--- src/rtl/axi_fifo_skid.sv ---
// Two-entry AXI4-Stream register slice: output register plus skid register.
// Every output, including i_tready, comes straight from a flop.
module axi_fifo_skid #(
    parameter int WIDTH = 32
) (
    input  logic             clk,
    input  logic             reset_n,
    input  logic             clear,
    input  logic [WIDTH-1:0] i_tdata,
    input  logic             i_tvalid,
    output logic             i_tready,
    output logic [WIDTH-1:0] o_tdata,
    output logic             o_tvalid,
    input  logic             o_tready,
    output logic [1:0]       space,
    output logic [1:0]       occupied
);

    typedef enum logic [1:0] {
        ST_EMPTY = 2'd0,
        ST_BUSY  = 2'd1,
        ST_FULL  = 2'd2
    } state_t;

    state_t           state_q, state_d;
    logic [WIDTH-1:0] odata_q, odata_d;
    logic [WIDTH-1:0] skid_q,  skid_d;
    logic             ovalid_q, ovalid_d;
    logic             iready_q, iready_d;
    logic [1:0]       occ_q,    occ_d;

    logic in_xfer;
    logic out_xfer;

    assign in_xfer  = i_tvalid & iready_q;
    assign out_xfer = ovalid_q & o_tready;

    always_comb begin
        state_d = state_q;
        odata_d = odata_q;
        skid_d  = skid_q;

        case (state_q)
            ST_EMPTY: begin
                if (in_xfer) begin
                    state_d = ST_BUSY;
                    odata_d = i_tdata;
                end
            end
            ST_BUSY: begin
                if (in_xfer && out_xfer) begin
                    odata_d = i_tdata;
                end else if (in_xfer) begin
                    state_d = ST_FULL;
                    skid_d  = i_tdata;
                end else if (out_xfer) begin
                    state_d = ST_EMPTY;
                end
            end
            ST_FULL: begin
                // i_tready is low here, so only the drain side can move
                if (out_xfer) begin
                    state_d = ST_BUSY;
                    odata_d = skid_q;
                end
            end
            default: begin
                state_d = ST_EMPTY;
            end
        endcase

        if (clear) begin
            state_d = ST_EMPTY;
        end

        ovalid_d = (state_d != ST_EMPTY);
        iready_d = (state_d != ST_FULL);

        case (state_d)
            ST_BUSY: occ_d = 2'd1;
            ST_FULL: occ_d = 2'd2;
            default: occ_d = 2'd0;
        endcase
    end

    always_ff @(posedge clk) begin
        if (!reset_n) begin
            state_q  <= ST_EMPTY;
            odata_q  <= '0;
            skid_q   <= '0;
            ovalid_q <= 1'b0;
            iready_q <= 1'b0;
            occ_q    <= 2'd0;
        end else begin
            state_q  <= state_d;
            odata_q  <= odata_d;
            skid_q   <= skid_d;
            ovalid_q <= ovalid_d;
            iready_q <= iready_d;
            occ_q    <= occ_d;
        end
    end

    assign i_tready = iready_q;
    assign o_tdata  = odata_q;
    assign o_tvalid = ovalid_q;
    assign occupied = occ_q;
    assign space    = iready_q ? (2'd2 - occ_q) : 2'd0;

endmodule

--- config.mk ---
export PLATFORM = sky130hd
export DESIGN_NAME = axi_fifo_skid
export DESIGN_NICKNAME = d
export VERILOG_FILES = /design/src/rtl/axi_fifo_skid.sv
export SDC_FILE = /design/constraint.sdc
export NUM_CORES = 1
export LEC_CHECK = 0
export CORE_MARGIN = 3
export CORE_UTILIZATION = 30
export CTS_CLUSTER_SIZE = 14
export DETAILED_ROUTE_END_ITERATION = 6
export HOLD_SLACK_MARGIN = 0.03
export RECOVER_POWER = 100
export SLEW_MARGIN = 25
export SYNTH_ARGS = -nofsm -noshare
export SYNTH_HDL_FRONTEND = slang
export SYNTH_SLANG_ARGS = --single-unit
--- constraint.sdc ---
create_clock -name clk -period 1.4 [get_ports clk]
set_input_delay 0.42 -clock clk [delete_from_list [all_inputs] [get_ports clk]]
set_output_delay 0.42 -clock clk [all_outputs]
set_load 0.01 [all_outputs]
==> flow_summary.ini, run 1 <==
[worst_setup_path]
cp_num_buf_inv = 1
path_cells = xnor2_2 -> and2_1 -> buf_2
startpoint_type = flip-flop
cp.required_ns = 0.98
critPathCaptureType = primary output
critPathSlowestCell = dfxtp_2
timing.rr.start = state_q[1]$_SDFF_PN0_
cpPeakStageDelay_ns = 0.34
critPathTopFamily = flip-flops
crit_type = flip-flop to primary output
cp_max_fo = 3
arrival_ns = 1.06
cp-startpoint = occupied[0]$_SDFF_PN0_

[cts]
cts_made_buffers = 9
clk_latency_ns = 0.34
cts_tree = yes
cts_sinks = 70
ctsHoldBuffers = 0
path_clk_slew_ns = 0.08
cts_root_buf = clkbuf_8
cts_max_level = 3
cts_max_path_buffers = 2

[die]
die_w_um = 106
initial_core_util_pct = 31.7
fp-row-count = 35
ioPinCount = 75
coreArea_um2 = 9460
die_area_um2 = 11200
fp.dieH_um = 106

[timing]
skew_ns = 0.00944
finalHoldViolCount = 0
fmax_ghz = 0.676
setup_ws_ns = -0.0783
grt_setup_unrepaired = yes
drv_slew = 0
slew_headroom_pct = 77.1
tightest_slew_ns = 0.343
fin_crit_sh_pct = 106
period_minus_slack_ns = 1.48
fin_setup_tns_ns = -2.77
setup_violations = 57

[yosys]
post_synth.cell_area_avg_um2 = 9.51
ys_warn_count = 0
synth_xor_xnor_area_share_pct = 0.292
synthSimpleGateAreaFrac_pct = 11.4
synth_compound_area_share_pct = 25.9
yosys_register_bits = 70
synth-adder-area-share_pct = 0
mappedNetlistArea_um2 = 3000
synth_top_family_by_area = compound AO/OA/AOI/OAI gates
syn_inst = 315
seq_area_frac_synth_pct = 46.8
ys_types = 25
synthMuxAreaShare_pct = 10.7
syn_nets = 352

[placed_design]
dp_cells = 509
io_buffers = 74
dpl.hpwl_um = 4950
place.gp.congestion = 0.716

[power_and_ir_drop]
cellPowerDensity_nw_per_um2 = 906
p_leak_nw = 2.28
ir_worst_vdd_mv = 0.383

[grt]
grt_pass1_vias = 2502
antenna_found_initial = 0
grtUsageTotal_pct = 14.8
grt_pass1_wl_um = 13200
grt_max_degree = 37
grt_overflow = 0

[detailed_routing]
ant_nets = 0
viasPerCell = 4.88
drc = 0
drt_iter0_drc = 94
vias = 2657
drt_wl_total_um = 8840
wl_per_cell_um = 16.3
first_pass_iters = 4

[finish]
multi_input_area_um2 = 1770
diodes = 0
final_cell_count_no_fill = 544
synthToLayoutAreaGrowth_pct = 59.1
regArea_um2 = 1420
utilization_pct = 50.4
layout-drive-gt1-share_pct = 32.5
layout.nets = 447
num-fill-cells = 910

[min_path]
hold_start = reset_n
hold_path.class = primary input to flip-flop

[outcome]
status = finished, violations left
violations = setup timing

[run]
maxCapViolCount = 0
[metal layers]
metal	vias up	track usage [%]	routed length (um)
met5	-	0	0
met2	52	24.4	4230
met4	0	5.92	166
met3	15	2.85	275
li1	1304	-	-
met1	1286	19.2	4170
[tightest hold or removal path, cell delays in order]
cell      delay, ns
buf_2          0.11
nand2b_1       0.16
a21oi_1        0.06
[per-stage QoR]
| step | cell area [um^2] | hold WS [ns] | setup WS [ns] | power [mW] |
|---|---|---|---|---|
| final | 4770 | 0.439 | -0.0783 | 4.32 |
| after global routing | 4770 | 0.456 | -0.128 | 4.49 |
| after CTS | 4430 | 0.431 | -0.184 | 4.34 |
| after detailed placement | 3960 | 0.445 | -0.597 | 2.75 |
| after global placement | 3960 | 0.440 | -0.579 | 2.75 |
| after floorplan | 3040 | 0.434 | -0.0187 | 2.42 |
[cells in the mapped netlist (all sizes together)]
library cell	count	area, um^2
a21bo	1	10.0
a21boi	32	240
a21o	1	7.51
a21oi	2	10.0
and2	2	12.5
buf	14	93.8
clkbuf	14	52.6
dfxtp	70	1400
mux2i	32	320
nand2	66	248
nand2b	2	12.5
nor2	5	18.8
nor3	3	25.0
nor3b	1	7.51
o211a	32	320
o21a	1	7.51
o21ai	32	160
o22ai	1	20.0
or2	2	12.5
or3	1	6.26
xnor2	1	8.76
[placed cells by master, fill, tap and decap left out, types with 2 or more instances in the layout]
| cell type | instances |
|---|---|
| nand2_2 | 13 |
| and2_1 | 2 |
| buf_6 | 11 |
| nand2_4 | 21 |
| clkdlybuf4s15_1 | 21 |
| dfxtp_2 | 3 |
| o21ai_2 | 10 |
| clkdlybuf4s50_1 | 33 |
| nand2_1 | 32 |
| dfxtp_1 | 64 |
| clkbuf_8 | 11 |
| nor2_1 | 5 |
| mux2i_1 | 32 |
| buf_12 | 9 |
| clkbuf_2 | 6 |
| buf_4 | 10 |
| o21ai_0 | 14 |
| a21boi_2 | 11 |
| o21ai_1 | 8 |
| a21oi_1 | 2 |
| buf_2 | 5 |
| dfxtp_4 | 3 |
| buf_16 | 3 |
| nor3_4 | 2 |
| clkbuf_16 | 3 |
| a21boi_1 | 21 |
| or2_4 | 2 |
| dlygate4sd2_1 | 9 |
| o211a_1 | 32 |
[logic make-up (layout without fill, tap and decap cells)]
family                 after synthesis  count (layout)
multiplexers                        32              32
buffers and inverters               28             128
AND/OR/NAND/NOR                     82              82
flip-flops                          70              70
AO/OA/AOI/OAI                      102             102
XOR/XNOR                             1               1
[sequential cells by signal, summed over array words and instances, names as in the netlist]
signal	cells
skid_q	32
o_tvalid	1
state_q	2
i_tready	1
occupied	2
o_tdata	32
[where the power goes]
part / switching (mW) / internal [mW] / total (mW) / leakage [nW]
Clock: 0.777 / 0.747 / 1.52 / 0.0930
Combinational: 0.280 / 0.390 / 0.671 / 1.61
Sequential: 0.0524 / 2.07 / 2.12 / 0.574
[final timing paths]
path                                                  to  slack (ns)  depth (start not counted)
worst min register to register   skid_q[29]$_SDFFE_PN0P_        0.47                          2
worst max register to register  o_tdata[14]$_SDFFE_PN0P_       -0.08                          6
worst min-delay path                 o_tvalid$_SDFF_PN0_        0.44                          3
worst max-delay path                            space[1]       -0.08                          3
[timing repair]
action,in CTS,in global routing
resized for setup,83,133
pin swaps,4,40
gates cloned,7,4
buffers inserted,9,3
endpoints found under the setup margin,104,93
[layout make-up]
type / instances / area share, %
Clock inverter: 4 / 0.630
Clock buffer: 12 / 3.26
Multi-Input combinational cell: 217 / 37.0
Timing Repair Buffer: 112 / 26.0
Sequential cell: 70 / 29.7
Tap cell: 129 / 3.39
Note: power is estimated with default switching activity, not from simulation.
==> run 2, diff against run 1 <==
CORE_UTILIZATION = 44   (was 30)
PLACE_DENSITY = 0.76   (was not set)
==> run 2 against run 1 <==
  * The flow still finishes with violations (setup timing)
  * Routed wire length decreased by 2.0%
  * Non-clock buffer count is 5 lower
  * Via count rose by 2.7%
  * Sequential share of layout area grew 0.64 points
  * Largest cell class unchanged
==> flow_summary.ini, run 2 (synthesized netlist as in run 1, its figures left out) <==
[outcome]
status = finished, violations left
violations = setup timing

[cts]
ctsHoldBuffers = 0
cts_root_buf = clkbuf_8
cts_sinks = 70
cts_tree = yes
cts_made_buffers = 9
cts_max_path_buffers = 2
clk_latency_ns = 0.35
cts_max_level = 3
path_clk_slew_ns = 0.07

[worst_setup_path]
endpoint = skid_q[14]$_SDFFE_PN0P_
critPathTopFamily = simple AND/OR/NAND/NOR gates
cp_max_fo = 8
r2r_end = skid_q[14]$_SDFFE_PN0P_
critPathCaptureType = flip-flop
critPathSlowestCell = or3_4
startpoint_type = flip-flop
cp.required_ns = 1.64
path_depth = 5
cp_num_buf_inv = 1
crit_type = flip-flop to flip-flop
cpPeakStageDelay_ns = 0.41
r2r_setup_slack_ns = -0.07
path_cells = a21bo_4 -> or3_4 -> clkbuf_16 -> nand2_4 -> a21boi_2
reg2regPathDepth = 5
arrival_ns = 1.71
timing.rr.start = state_q[0]$_SDFF_PN0_
cp-startpoint = state_q[0]$_SDFF_PN0_

[timing]
setup_ws_ns = -0.0736
skew_ns = 0.00985
tightest_slew_ns = 0.272
period_minus_slack_ns = 1.47
fin_crit_sh_pct = 105
fin_setup_tns_ns = -2.39
setup_violations = 55
finalHoldViolCount = 0
grt_setup_unrepaired = yes
slew_headroom_pct = 81.8
drv_slew = 0
fmax_ghz = 0.679

[finish]
diodes = 0
layout-drive-gt1-share_pct = 33.7
layout.nets = 442
layout_common_cells = 64 x dfxtp_1, 33 x clkdlybuf4s50_1, 32 x mux2i_1, 32 x o211a_1, 28 x nand2_1
synthToLayoutAreaGrowth_pct = 55.5
mostFrequentLayoutCell = dfxtp_1
num-fill-cells = 474
regArea_um2 = 1410
utilization_pct = 72.1
multi_input_area_um2 = 1790

[die]
die_area_um2 = 7830
fp-row-count = 29
coreArea_um2 = 6460
die_w_um = 88.5
fp.dieH_um = 88.5
ioPinCount = 75
initial_core_util_pct = 46.4

[detailed_routing]
vias = 2729
first_pass_iters = 4
highest_layer = met4
viasPerCell = 5.60
ant_nets = 0
drt_wl_total_um = 8670
wl_per_cell_um = 17.8
wl_met3_um = 473
drc = 0
routed-wl-met2_um = 4350
drt_iter0_drc = 171
wirelength_met1_um = 3580

[placed_design]
dpl.hpwl_um = 4700
io_buffers = 74
pre_cts_ws_ns = -0.580
place.gp.congestion = 0.760

[grt]
grt_pass1_wl_um = 11600
grtUsageTotal_pct = 19.2
grt_pass1_vias = 2481
antenna_found_initial = 0
grt_max_degree = 66
grt_overflow = 0

[power_and_ir_drop]
p_leak_nw = 2.21
ir_worst_vdd_mv = 0.619
cellPowerDensity_nw_per_um2 = 943

[run]
maxCapViolCount = 0

[min_path]
hold_path.class = primary input to flip-flop
## run 2: cell types whose count changed in the layout (fill, tap and decap cells not counted), sizes merged
cell	before	now
clkdlybuf4s15	22	24
clkinv	2	4
bufinv	0	1
clkbuf	21	26
buf	39	30
dlygate4sd2	9	4
inv	1	0
## run 2: stage by stage
| step | power (mW) | std cells | cell area (um^2) | hold WS (ns) |
|---|---|---|---|---|
| 2_1_floorplan | 2.42 | 315 | 3040 | 0.434 |
| 3_3_place_gp | 2.73 | 456 | 3880 | 0.439 |
| 3_5_place_dp | 2.74 | 456 | 3880 | 0.446 |
| 4_1_cts | 4.32 | 472 | 4070 | 0.441 |
| 5_1_grt | 4.54 | 487 | 4660 | 0.479 |
| 6_report | 4.39 | 487 | 4660 | 0.450 |
## run 2: metal layers
metal	GRT usage, %	vias to the layer above
met5	0	-
met4	5.91	0
met3	6.89	24
met2	32.5	96
met1	22.9	1314
li1	-	1295
## run 2: worst min path at each step
stage,to,cells past startpoint,slack [ns],startpoint
final,o_tvalid$_SDFF_PN0_,3,0.45,reset_n
after global routing,skid_q[9]$_SDFFE_PN0P_,2,0.48,skid_q[9]$_SDFFE_PN0P_
after CTS,o_tvalid$_SDFF_PN0_,3,0.44,reset_n
after detailed placement,skid_q[28]$_SDFFE_PN0P_,2,0.45,skid_q[28]$_SDFFE_PN0P_
after global placement,skid_q[28]$_SDFFE_PN0P_,2,0.44,skid_q[28]$_SDFFE_PN0P_
after floorplan,skid_q[28]$_SDFFE_PN0P_,2,0.43,skid_q[28]$_SDFFE_PN0P_
## run 2: repair_timing
| action | CTS | global route |
|---|---|---|
| gates cloned | 0 | 10 |
| pin swaps | 3 | 29 |
| endpoints found under the setup margin | 105 | 101 |
| setup buffers | 0 | 5 |
| resized for setup | 70 | 174 |
## run 2: cell type report
type	instances	area share [%]
clock buffer	10	2.96
clock inverter	6	1.32
multi-input combinational	217	38.5
sequential	70	30.4
tap	77	2.07
timing repair buffer	107	24.8
## run 2: worst reg2reg max path, stage by stage (launching register included)
cell,delay (ns)
dfxtp_1,0.36
a21bo_4,0.26
or3_4,0.41
clkbuf_16,0.23
nand2_4,0.08
a21boi_2,0.04
## run 2: power breakdown
| part | internal (mW) | total [mW] | switching, mW |
|---|---|---|---|
| combinational | 0.359 | 0.632 | 0.273 |
| clock | 0.864 | 1.63 | 0.769 |
| sequential | 2.07 | 2.13 | 0.0537 |
| total | 3.29 | 4.39 | 1.09 |
==> run 3, diff against run 2 <==
SLEW_MARGIN = 20   (was 25)
==> results of run 3 <==
Final layout, timing and power as in run 2 (identical DEF).
